--- src/rtl/word_packer_pkg.sv ---
// Shared sizing and lane-placement helpers for the word packer.
package word_packer_pkg;

  // Width of the filled-lane count (must represent 0..ratio).
  function automatic int unsigned count_width(input int unsigned ratio);
    return $clog2(ratio + 1);
  endfunction

  // Width of the internal lane counter (0..ratio-1), at least one bit.
  function automatic int unsigned index_width(input int unsigned ratio);
    return (ratio > 1) ? $clog2(ratio) : 1;
  endfunction

  // Bit offset of a lane inside the packed word.
  function automatic int unsigned lane_offset(input int unsigned wd,
                                              input int unsigned ratio,
                                              input int unsigned lane,
                                              input bit          msb_first);
    return msb_first ? (ratio - 1 - lane) * wd : lane * wd;
  endfunction

endpackage

--- src/rtl/word_packer_lane.sv ---
// One collector lane: WD-bit register with load enable and async clear.
module word_packer_lane #(
  parameter int unsigned WD = 4
) (
  input  logic          clk,
  input  logic          rst_n,
  input  logic          load,
  input  logic [WD-1:0] d,
  output logic [WD-1:0] q
);

  // Capture the incoming word when this lane is the one being filled.
  always_ff @(posedge clk or negedge rst_n) begin
    if (!rst_n) begin
      q <= '0;
    end else if (load) begin
      q <= d;
    end
  end

endmodule

--- src/rtl/word_packer.sv ---
// Packs RATIO narrow words into one wide word; in_last flushes early.
module word_packer
  import word_packer_pkg::*;
#(
  parameter int unsigned WD        = 4,
  parameter int unsigned RATIO     = 3,
  parameter bit          MSB_FIRST = 1'b1
) (
  input  logic                            clk,
  input  logic                            rst_n,
  input  logic [WD-1:0]                   in_data,
  input  logic                            in_valid,
  input  logic                            in_last,
  output logic                            in_ready,
  output logic [WD*RATIO-1:0]             out_data,
  output logic [count_width(RATIO)-1:0]   out_count,
  output logic                            out_last,
  output logic                            out_valid,
  input  logic                            out_ready
);

  localparam int unsigned OW = count_width(RATIO);
  localparam int unsigned CW = index_width(RATIO);
  localparam int unsigned DW = WD * RATIO;
  localparam logic [CW-1:0] LAST_LANE = CW'(RATIO - 1);

  logic [CW-1:0] cnt;
  logic          accept;
  logic          complete;
  logic          store;
  logic [WD-1:0] nxt_lane [RATIO];
  logic [DW-1:0] nxt_data;

  // The output register can take a new word if empty or draining this cycle.
  assign in_ready = !out_valid || out_ready;
  assign accept   = in_valid && in_ready;
  assign complete = accept && (in_last || (cnt == LAST_LANE));
  assign store    = accept && !complete;

  // Collector lanes exist only when more than one word is packed.
  generate
    if (RATIO > 1) begin : g_coll
      logic [WD-1:0] coll [RATIO-1];
      for (genvar k = 0; k < RATIO - 1; k++) begin : g_lane
        word_packer_lane #(.WD(WD)) u_lane (
          .clk   (clk),
          .rst_n (rst_n),
          .load  (store && (cnt == CW'(k))),
          .d     (in_data),
          .q     (coll[k])
        );
        // Filled lanes from the collector, current lane from input, rest zero.
        assign nxt_lane[k] = (CW'(k) < cnt)  ? coll[k] :
                             (CW'(k) == cnt) ? in_data : '0;
      end
    end
  endgenerate

  // The top lane is never stored; it only ever comes straight from the input.
  assign nxt_lane[RATIO-1] = (cnt == LAST_LANE) ? in_data : '0;

  // Place each lane at its position in the packed word.
  always_comb begin
    nxt_data = '0;
    for (int unsigned k = 0; k < RATIO; k++) begin
      nxt_data[lane_offset(WD, RATIO, k, MSB_FIRST) +: WD] = nxt_lane[k];
    end
  end

  // Lane counter: advance on stored beats, restart on flush.
  always_ff @(posedge clk or negedge rst_n) begin
    if (!rst_n) begin
      cnt <= '0;
    end else if (complete) begin
      cnt <= '0;
    end else if (store) begin
      cnt <= cnt + CW'(1);
    end
  end

  // Output register: reload on flush takes priority over draining.
  always_ff @(posedge clk or negedge rst_n) begin
    if (!rst_n) begin
      out_data  <= '0;
      out_count <= '0;
      out_last  <= 1'b0;
      out_valid <= 1'b0;
    end else if (complete) begin
      out_data  <= nxt_data;
      out_count <= OW'(cnt) + OW'(1);
      out_last  <= in_last;
      out_valid <= 1'b1;
    end else if (out_valid && out_ready) begin
      out_valid <= 1'b0;
    end
  end

endmodule

--- config.mk ---
export PLATFORM = sky130hd
export DESIGN_NAME = word_packer
export DESIGN_NICKNAME = d
export VERILOG_FILES = /design/src/rtl/word_packer_pkg.sv /design/src/rtl/word_packer_lane.sv /design/src/rtl/word_packer.sv
export SDC_FILE = /design/constraint.sdc
export NUM_CORES = 1
export LEC_CHECK = 0
export CORE_MARGIN = 4
export CORE_UTILIZATION = 44
export CTS_CLUSTER_DIAMETER = 40
export DETAILED_ROUTE_END_ITERATION = 7
export PLACE_DENSITY = 0.74
export SLEW_MARGIN = 20
export SYNTH_ARGS = -nofsm -noshare
export SYNTH_HDL_FRONTEND = slang
export SYNTH_SLANG_ARGS = --single-unit
--- constraint.sdc ---
create_clock -name clk -period 1.75 [get_ports clk]
set_clock_uncertainty 0.05 [all_clocks]
set_input_delay 0.175 -clock clk [delete_from_list [all_inputs] [get_ports clk]]
set_output_delay 0.175 -clock clk [all_outputs]
set_load 0.03 [all_outputs]
Word-level counts from Yosys, hierarchy flattened

Cells that the tools add are included.

Flip-flop bits (word level): 26
Input port bits: 9
Output and inout port bits: 17
Logic and storage cells: 35

$add $sub $neg: 1
Magnitude comparators: 2
Eq/ne operators: 3
Muxes and demuxes: 9
Reduce and logical (&&, ||, !) cells: 13

Operators with widths:

| operator                                           | count |
|---|---|
| 2-to-1 mux 4 bit                                   | 5 |
| logical AND 1 bit                                  | 6 |
| < comparator 1 x 2 -> 1 bit (first input constant) | 2 |
| 2-to-1 mux 2 bit                                   | 2 |
| nonzero test 2 bit                                 | 2 |
| adder 2 x 1 -> 2 bit (second input constant)       | 1 |
| == test 1 x 2 -> 1 bit (first input constant)      | 1 |
| == test 2 x 1 -> 1 bit (second input constant)     | 1 |
| == test 2 bit (second input constant)              | 1 |
| logical NOT 1 bit                                  | 2 |
| logical NOT 2 bit                                  | 1 |
| logical OR 1 bit                                   | 2 |
| 2-to-1 mux 1 bit                                   | 2 |

Longest topological paths before layout

Depth after elaboration: 8
Mapped depth: 6
Depth with buffers taken out: 5

Hierarchy

From an unflattened synthesis, not the netlist that was laid out.

Cell total of the unflattened synthesis: 86
Area, all modules: 1168.6 um^2

By module, submodules not included:

| module           | times used | cells each | area each (um^2) | sequential area each (um^2) |
|---|---|---|---|---|
| word_packer      | 1          | 70         | 878.3            | 450.4 |
| word_packer_lane | 2          | 8          | 145.1            | 100.1 |

Worst setup path before layout

OpenSTA, ideal clock, no wires.

Path type: register to register
Start: reg cnt[1]
End: reg out_data[10]
Library setup time: 125 ps
Arrival: 1475 ps
Required time: 1575 ps
Slack: 100 ps
Stages on the path, launching flop included: 6
Path buffers: 1
Period minus slack after synthesis: 1650 ps
Cells stage by stage: dfrtp_1 ha_1 nor2_2 nand3b_4 buf_6 mux2_4

Longest elaborated chain between the ends: 3
Elaborated cells between the ends (all ways): 7
Those cells by class: order compare: 1; eq/ne: 1; mux: 2; reduce/logical: 3

Ends and longest elaborated chain:

| element                                               | RTL line                             | text |
|---|---|---|
| from (decl)                                           | word_packer.sv:27                    | `logic [CW-1:0] cnt;` |
| from (signal assigned)                                | word_packer.sv:77                    | `cnt <= cnt + CW'(1);` |
| logical NOT 2 bit or == test 2 bit (tied branches)    | word_packer.sv:54, word_packer.sv:37 |  |
| 2-to-1 mux 4 bit or logical OR 1 bit (tied branches)  | word_packer.sv:54, word_packer.sv:37 |  |
| 2-to-1 mux 4 bit or logical AND 1 bit (tied branches) | word_packer.sv:53, word_packer.sv:37 |  |
| to (signal assigned)                                  | word_packer.sv:89                    | `out_data <= nxt_data;` |
| to (decl)                                             | word_packer.sv:15                    | `output logic [WD*RATIO-1:0] out_data,` |

Parallel ways exist; a longest one is shown, timed or not.
A chain may end at the register's enable or synchronous reset.

Final worst setup path

Start: reg cnt[0]
End: reg out_data[10]

Same word-level chain as after synthesis.

==> results by group <==
Status
  – Outcome: finished clean

Setup path
  – Worst-path cell chain: inv_1 -> ha_1 -> nor2_4 -> nand3b_2 -> mux2_4
  – Critical R2R Capture: out_data[10]
  – WP data arrival: around 1.8 ns
  – Worst Reg-to-Reg Cells: 5
  – Startpoint Class: flip-flop
  – Critical Path Max Stage Delay: 0.41 ns
  – R2r setup slk: 0.1 ns
  – Crit Path Max Fanout: 7
  – Path length in cells of the critical path: 5
  – Cell family with most CP delay: flip-flops
  – Type of the worst setup path: reg2reg
  – Worst Path Buf+Inv: 1
  – Crit path max-delay cell type: dfrtp_1
  – CP endpoint kind: flip-flop
  – Launch point of the worst reg-to-reg path: cnt[0]
  – Required time worst endpoint: 1.93 ns

Synth
  – Syn_nets: 94
  – Register bit count reported by yosys: 26
  – Post-synth EDFFs: 0
  – Synthesized area: 1160 um2
  – Syn avg cell area: 14.2 um2
  – Most instantiated cells after synthesis: 26 x dfrtp_1, 17 x mux2_2, 5 x mux2_4, 5 x nand2_1
  – Register area share after synthesis: 56.0%
  – Synth warn: 0
  – Top-count cell post-synth: dfrtp_1
  – Post-synth top area share: a little under three fifths
  – Async set or reset register ratio after synthesis: 100%
  – Largest cells by area after synthesis: dfrtp_1 56%, mux2_2 16%, mux2_4 6.5%
  – Syn Inst Count: around 80
  – Most used DFF post-synth: dfrtp_1
  – Synth unique cells: 19
  – Yosys top cell by area: dfrtp_1

GRT
  – Tot GR Track Use: 14.1%
  – Initial antenna violation count: 0
  – Grt ovf: 0
  – Number of global-route vias before repair: ~810
  – Largest net degree at the start of global routing: 27
  – First-pass GRT wire length: 3730 um

Floorplan
  – Die area: about 3500 um2
  – Top Ports: 26
  – Die Ht: 59.4 um
  – Die width: 59.4 um
  – Initial core utilization: about 46%
  – Row Count: 18
  – Core area: 2500 um2

STA
  – Achievable Freq: between 0.6 and 0.7 GHz
  – Setup TNS: 0 ns
  – RSZ-0062 raised after global routing: no
  – Slew headroom: between 70% and 80%
  – Final Hold Vio Count: 0
  – Slew @ Worst Pin: about 0.35 ns
  – Worst setup margin: between 0.09 and 0.1 ns
  – Period minus WS final: 1.65 ns
  – Period utilization: 94.6%
  – Pins Over Slew Limit: 0
  – Setup violators final: 0

Clock network
  – H-Tree Depth: 1
  – CTS Buf Count: 3
  – Reg clk slew, reported paths: 0.15 ns
  – Latest clock arrival within the worst-skew pair: 0.32 ns
  – Clock Path Buffers: 2
  – CTS tree: built
  – CTS Sinks: 26
  – Clock root cell: clkbuf_4

Finish
  – Synth-to-Final Area Change: 31.3%
  – # diodes: 0
  – Final #Nets: 126
  – Fin cells: 143
  – Share of layout cells above drive strength 1: 30.1%

Routing
  – Wire per inst: between 15 and 20 um
  – Vias: 765
  – Drc violations: 0
  – DRT iter0 DRCs: 9
  – Final wirelength: about 2300 um
  – Routed Antenna Nets: 0
  – Via density: 5.35
  – First-pass iteration count of the detailed router: 4

Place
  – Placed insts: 138
  – RePlAce Congestion: 0.748
  – Port Buffers: 25
  – Dpl hpwl: between 1500 and 2000 um
  – Pre-CTS setup slack: ~0.06 ns

Min path
  – Worst hold path class: in2async

Power and ir drop
  – Max rail drop VDD: 0.00111 V
  – Leakage: roughly 0.7 nW
  – PwrDens: 1740 nW/um2

Flow run
  – # Max-Cap Violations: 0
-- routing by layer --
layer	up-vias	wire (um)	global-route usage, %
li1	367	-	-
met1	385	1020	17.7
met2	11	1150	23.6
met3	2	80	5.45
met4	0	15	2.27
met5	-	0	0
-- metrics by stage --
stage                     utilization (%)  power [mW]  instance area, um2  hold WS, ns
after floorplan                         -        1.79                1160       -0.171
after global placement               58.3        2.24                1460        0.430
after detailed placement             58.3        2.27                1460        0.434
after CTS                            60.4        2.68                1510        0.147
after global routing                 61.1        2.81                1530        0.152
final                                61.1        2.66                1530        0.136
-- cells by family after synthesis --
kind of cell | synth area share (%)
and+or+nand+nor | 8.07
DFF | 56.0
AOI/OAI and AO/OA | 7.43
adders and majority gates | 3.23
buffers and inverters | 2.37
muxes | 22.9
-- cell type report --
class,count,area [um2]
multi-input combinational,52,500
tap,30,37.5
timing repair buffer,29,278
inverter,2,7.51
clock buffer,3,22.5
clock inverter,1,30.0
fill,206,973
sequential,26,651
-- report_power, final --
part           switching [mW]  internal [mW]  total (mW)
logic                   0.628          0.638        1.27
clock network           0.177          0.232       0.409
registers               0.129          0.857       0.986
-- cells in the final DEF, fill, tap and decap left out, types with 2 or more instances in the layout --
cell type	Yosys	routed
dfrtp_1	26	26
clkdlybuf4s50_1	0	24
mux2_2	17	17
mux2_4	5	5
nand2_1	5	5
buf_4	0	5
nand4_1	4	4
o21ai_0	4	4
a32o_1	4	4
a22o_1	3	3
ha_1	3	3
clkbuf_4	0	3
inv_1	2	2
-- sequential cells by signal, indices dropped and copies added (netlist names) --
| name | cells |
|---|---|
| cnt | 2 |
| g_coll.g_lane.u_lane.q | 8 |
| out_count | 2 |
| out_data | 12 |
| out_last | 1 |
| out_valid | 1 |
-- repair_timing --
item,4_1_cts,5_1_grt
hold buffers,0,0
setup endpoints to repair,0,11
resized for setup,0,1
hold endpoints to repair,0,0
buffers inserted,0,0
-- worst max-delay path by stage --
stage | from | endpoint
floorplan | cnt[1] | out_data[10]
global placement | in_last | out_data[4]
detailed placement | in_last | out_count[1]
CTS | cnt[0] | out_data[5]
global route | cnt[0] | out_data[8]
finish | cnt[0] | out_data[10]
Note: power is estimated with default switching activity, not from simulation.
==> RTL change: new RTL, same settings <==
`WD` is set to 4 in 2 places; all go to 3.
--- a/src/rtl/word_packer_lane.sv
+++ b/src/rtl/word_packer_lane.sv
@@ -1,6 +1,6 @@
 // One collector lane: WD-bit register with load enable and async clear.
 module word_packer_lane #(
-  parameter int unsigned WD = 4
+  parameter int unsigned WD = 3
 ) (
   input  logic          clk,
   input  logic          rst_n,
--- a/src/rtl/word_packer.sv
+++ b/src/rtl/word_packer.sv
@@ -2,7 +2,7 @@
 module word_packer
   import word_packer_pkg::*;
 #(
-  parameter int unsigned WD        = 4,
+  parameter int unsigned WD        = 3,
   parameter int unsigned RATIO     = 3,
   parameter bit          MSB_FIRST = 1'b1
 ) (
Interface: changed (resized in_data and out_data); port bits go from 26 to 22. The function was not compared with the original's and may differ.
==> RTL change against the unedited design <==
Global-route usage rose by 0.50 points; non-clock buffer count fell by 4; power fell by 23%; setup slack got worse by 0.012 ns; area after synthesis fell by 17%; design area fell by 19%; sequential cell count fell by 5; wire length fell by 20%; critical endpoint is now out_data[5].
==> RTL change: results (changes against the unedited design) <==
logic_synthesis:
  synthAdderAreaFrac_pct: 3.901  # +0.67 points
  syn-num-nets: 81  # -14%
  synth_area_leaders: "dfrtp_1 (55%), mux2_2 (13%), mux2_4 (9.4%), ha_1 (3.9%), a32o_1 (3.1%)"
  ys_seq_area_share_pct: 54.62  # -1.4 points
  synth_commonest_cells: "dfrtp_1 (21), mux2_2 (11), nand2_1 (7), mux2_4 (6), o21ai_0 (5)"
  syn_avg_cell_area_um2: 13.75  # -3.0%
  synth-xor-area-share_pct: 0  # unchanged
  synth_mux_area_share_pct: 22.24  # -0.69 points
  synth-compound-area-share_pct: 6.632  # -0.80 points
  async_reset_ff_share_pct: 100.0  # unchanged
  synth_cell_type_count: 17  # -2
cells_and_area:
  final_cells: 124  # -13%
  final_nets: 109  # -13%
  reg_top3: "out_data (9), g_coll.g_lane.u_lane.q (6)"
  diodes: 0  # unchanged
  drive_gt1_share_pct: 27.84  # -2.3 points
  largest_register_ff_count: 9  # -3
global_route:
  antenna_found_initial: 0  # unchanged
  grtUsageTotal_pct: 14.65  # +0.50 points
  grt_max_degree: 22  # -19%
  grt_pass1_wl_um: 2973  # -20%
  grt_pass1_vias: 631  # -22%
worst_setup_path:
  timing.rr.end: "out_data[5]"
  rrSetupSlack_ns: 0.08
  cp_max_fo: 10  # +3
  r2r-start: "cnt[0]"
  reg2reg_depth: 5  # unchanged
  worstPathArrival_ns: 1.81  # -0.03 ns
clock_network:
  numCtsBuffers: 3  # unchanged
  ctsResizeCount: 0  # unchanged
  cts.root.buffer_cell: "clkbuf_4"
  worstSkewPairLatency_ns: 0.30  # -0.02 ns
  path_clk_slew_ns: 0.11  # -0.04 ns
  htreeDepth: 1  # unchanged
route:
  first_iter_violations: 23  # +14
  viasPerCell: 5.137  # -4.0%
  wl_um: 1805  # -20%
  firstDrtPassIters: 4  # unchanged
power:
  power.leakage_uw: 0.0005562  # -18%
  vdd_drop_max_mv: 0.8603  # -23%
placed_design:
  io_buffer_count: 21  # -16%
  place_area_um2: 1207  # -17%
  gp_congestion: 0.7391  # -1.2%
sta:
  fin_worst_hold_slack_ns: 0.1528  # +0.01706 ns
  worst_pin_slew_ns: 0.3499  # -0.002587 ns
outcome:
  status: "complete, no violations"
==> RTL change: layout make-up <==
type                            count  area, um2
Inverter                            2      7.507
Tap cell                           27      33.78
Clock buffer                        4      26.28
Sequential cell                    21      525.5
Timing Repair Buffer               25      237.7
Multi-Input combinational cell     45      410.4
Fill cell                         164      780.7
==> RTL change: how the worst max path moves through the flow <==
| stage | start | end | slack, ns |
|---|---|---|---|
| finish | cnt[0] | out_data[5] | 0.08 |
| global placement | out_ready | out_data[8] | 0.05 |
| CTS | cnt[0] | out_data[5] | 0.07 |
| detailed placement | out_ready | out_data[3] | 0.03 |
| global route | cnt[0] | out_data[5] | -0.008 |
| floorplan | cnt[1] | out_count[0] | 0.16 |
==> RTL change: routing by layer <==
layer	wire length, um	global-route usage, %	up-vias
li1	-	-	306
met1	856	18.87	313
met2	814	21.85	16
met3	117	6.267	2
met4	17	4.979	0
met5	0	0	-
==> RTL change: timing repair <==
action | CTS | global route
buffers inserted | 0 | 1
endpoints found under the setup margin | 0 | 2
hold buffers | 0 | 0
==> RTL change: worst max-delay path, cell delays in order, from the launching register on <==
cell      delay (ns)
dfrtp_1         0.37
inv_1           0.09
ha_1            0.24
nor2_2          0.18
nand3b_4        0.27
mux2_2          0.36
==> RTL change: report_power, final <==
group          internal, uW  total, uW  switching, uW
logic                   522       1030            512
registers               691        797            107
clock network          88.8        228            139
total                  1300       2060            757
==> RTL change: through the flow <==
stage / setup TNS, ns / setup slack (ns)
6_report: 0 / 0.08251
2_1_floorplan: 0 / 0.1554
4_1_cts: 0 / 0.06963
3_3_place_gp: 0 / 0.05464
3_5_place_dp: 0 / 0.03259
5_1_grt: -0.008312 / -0.008220
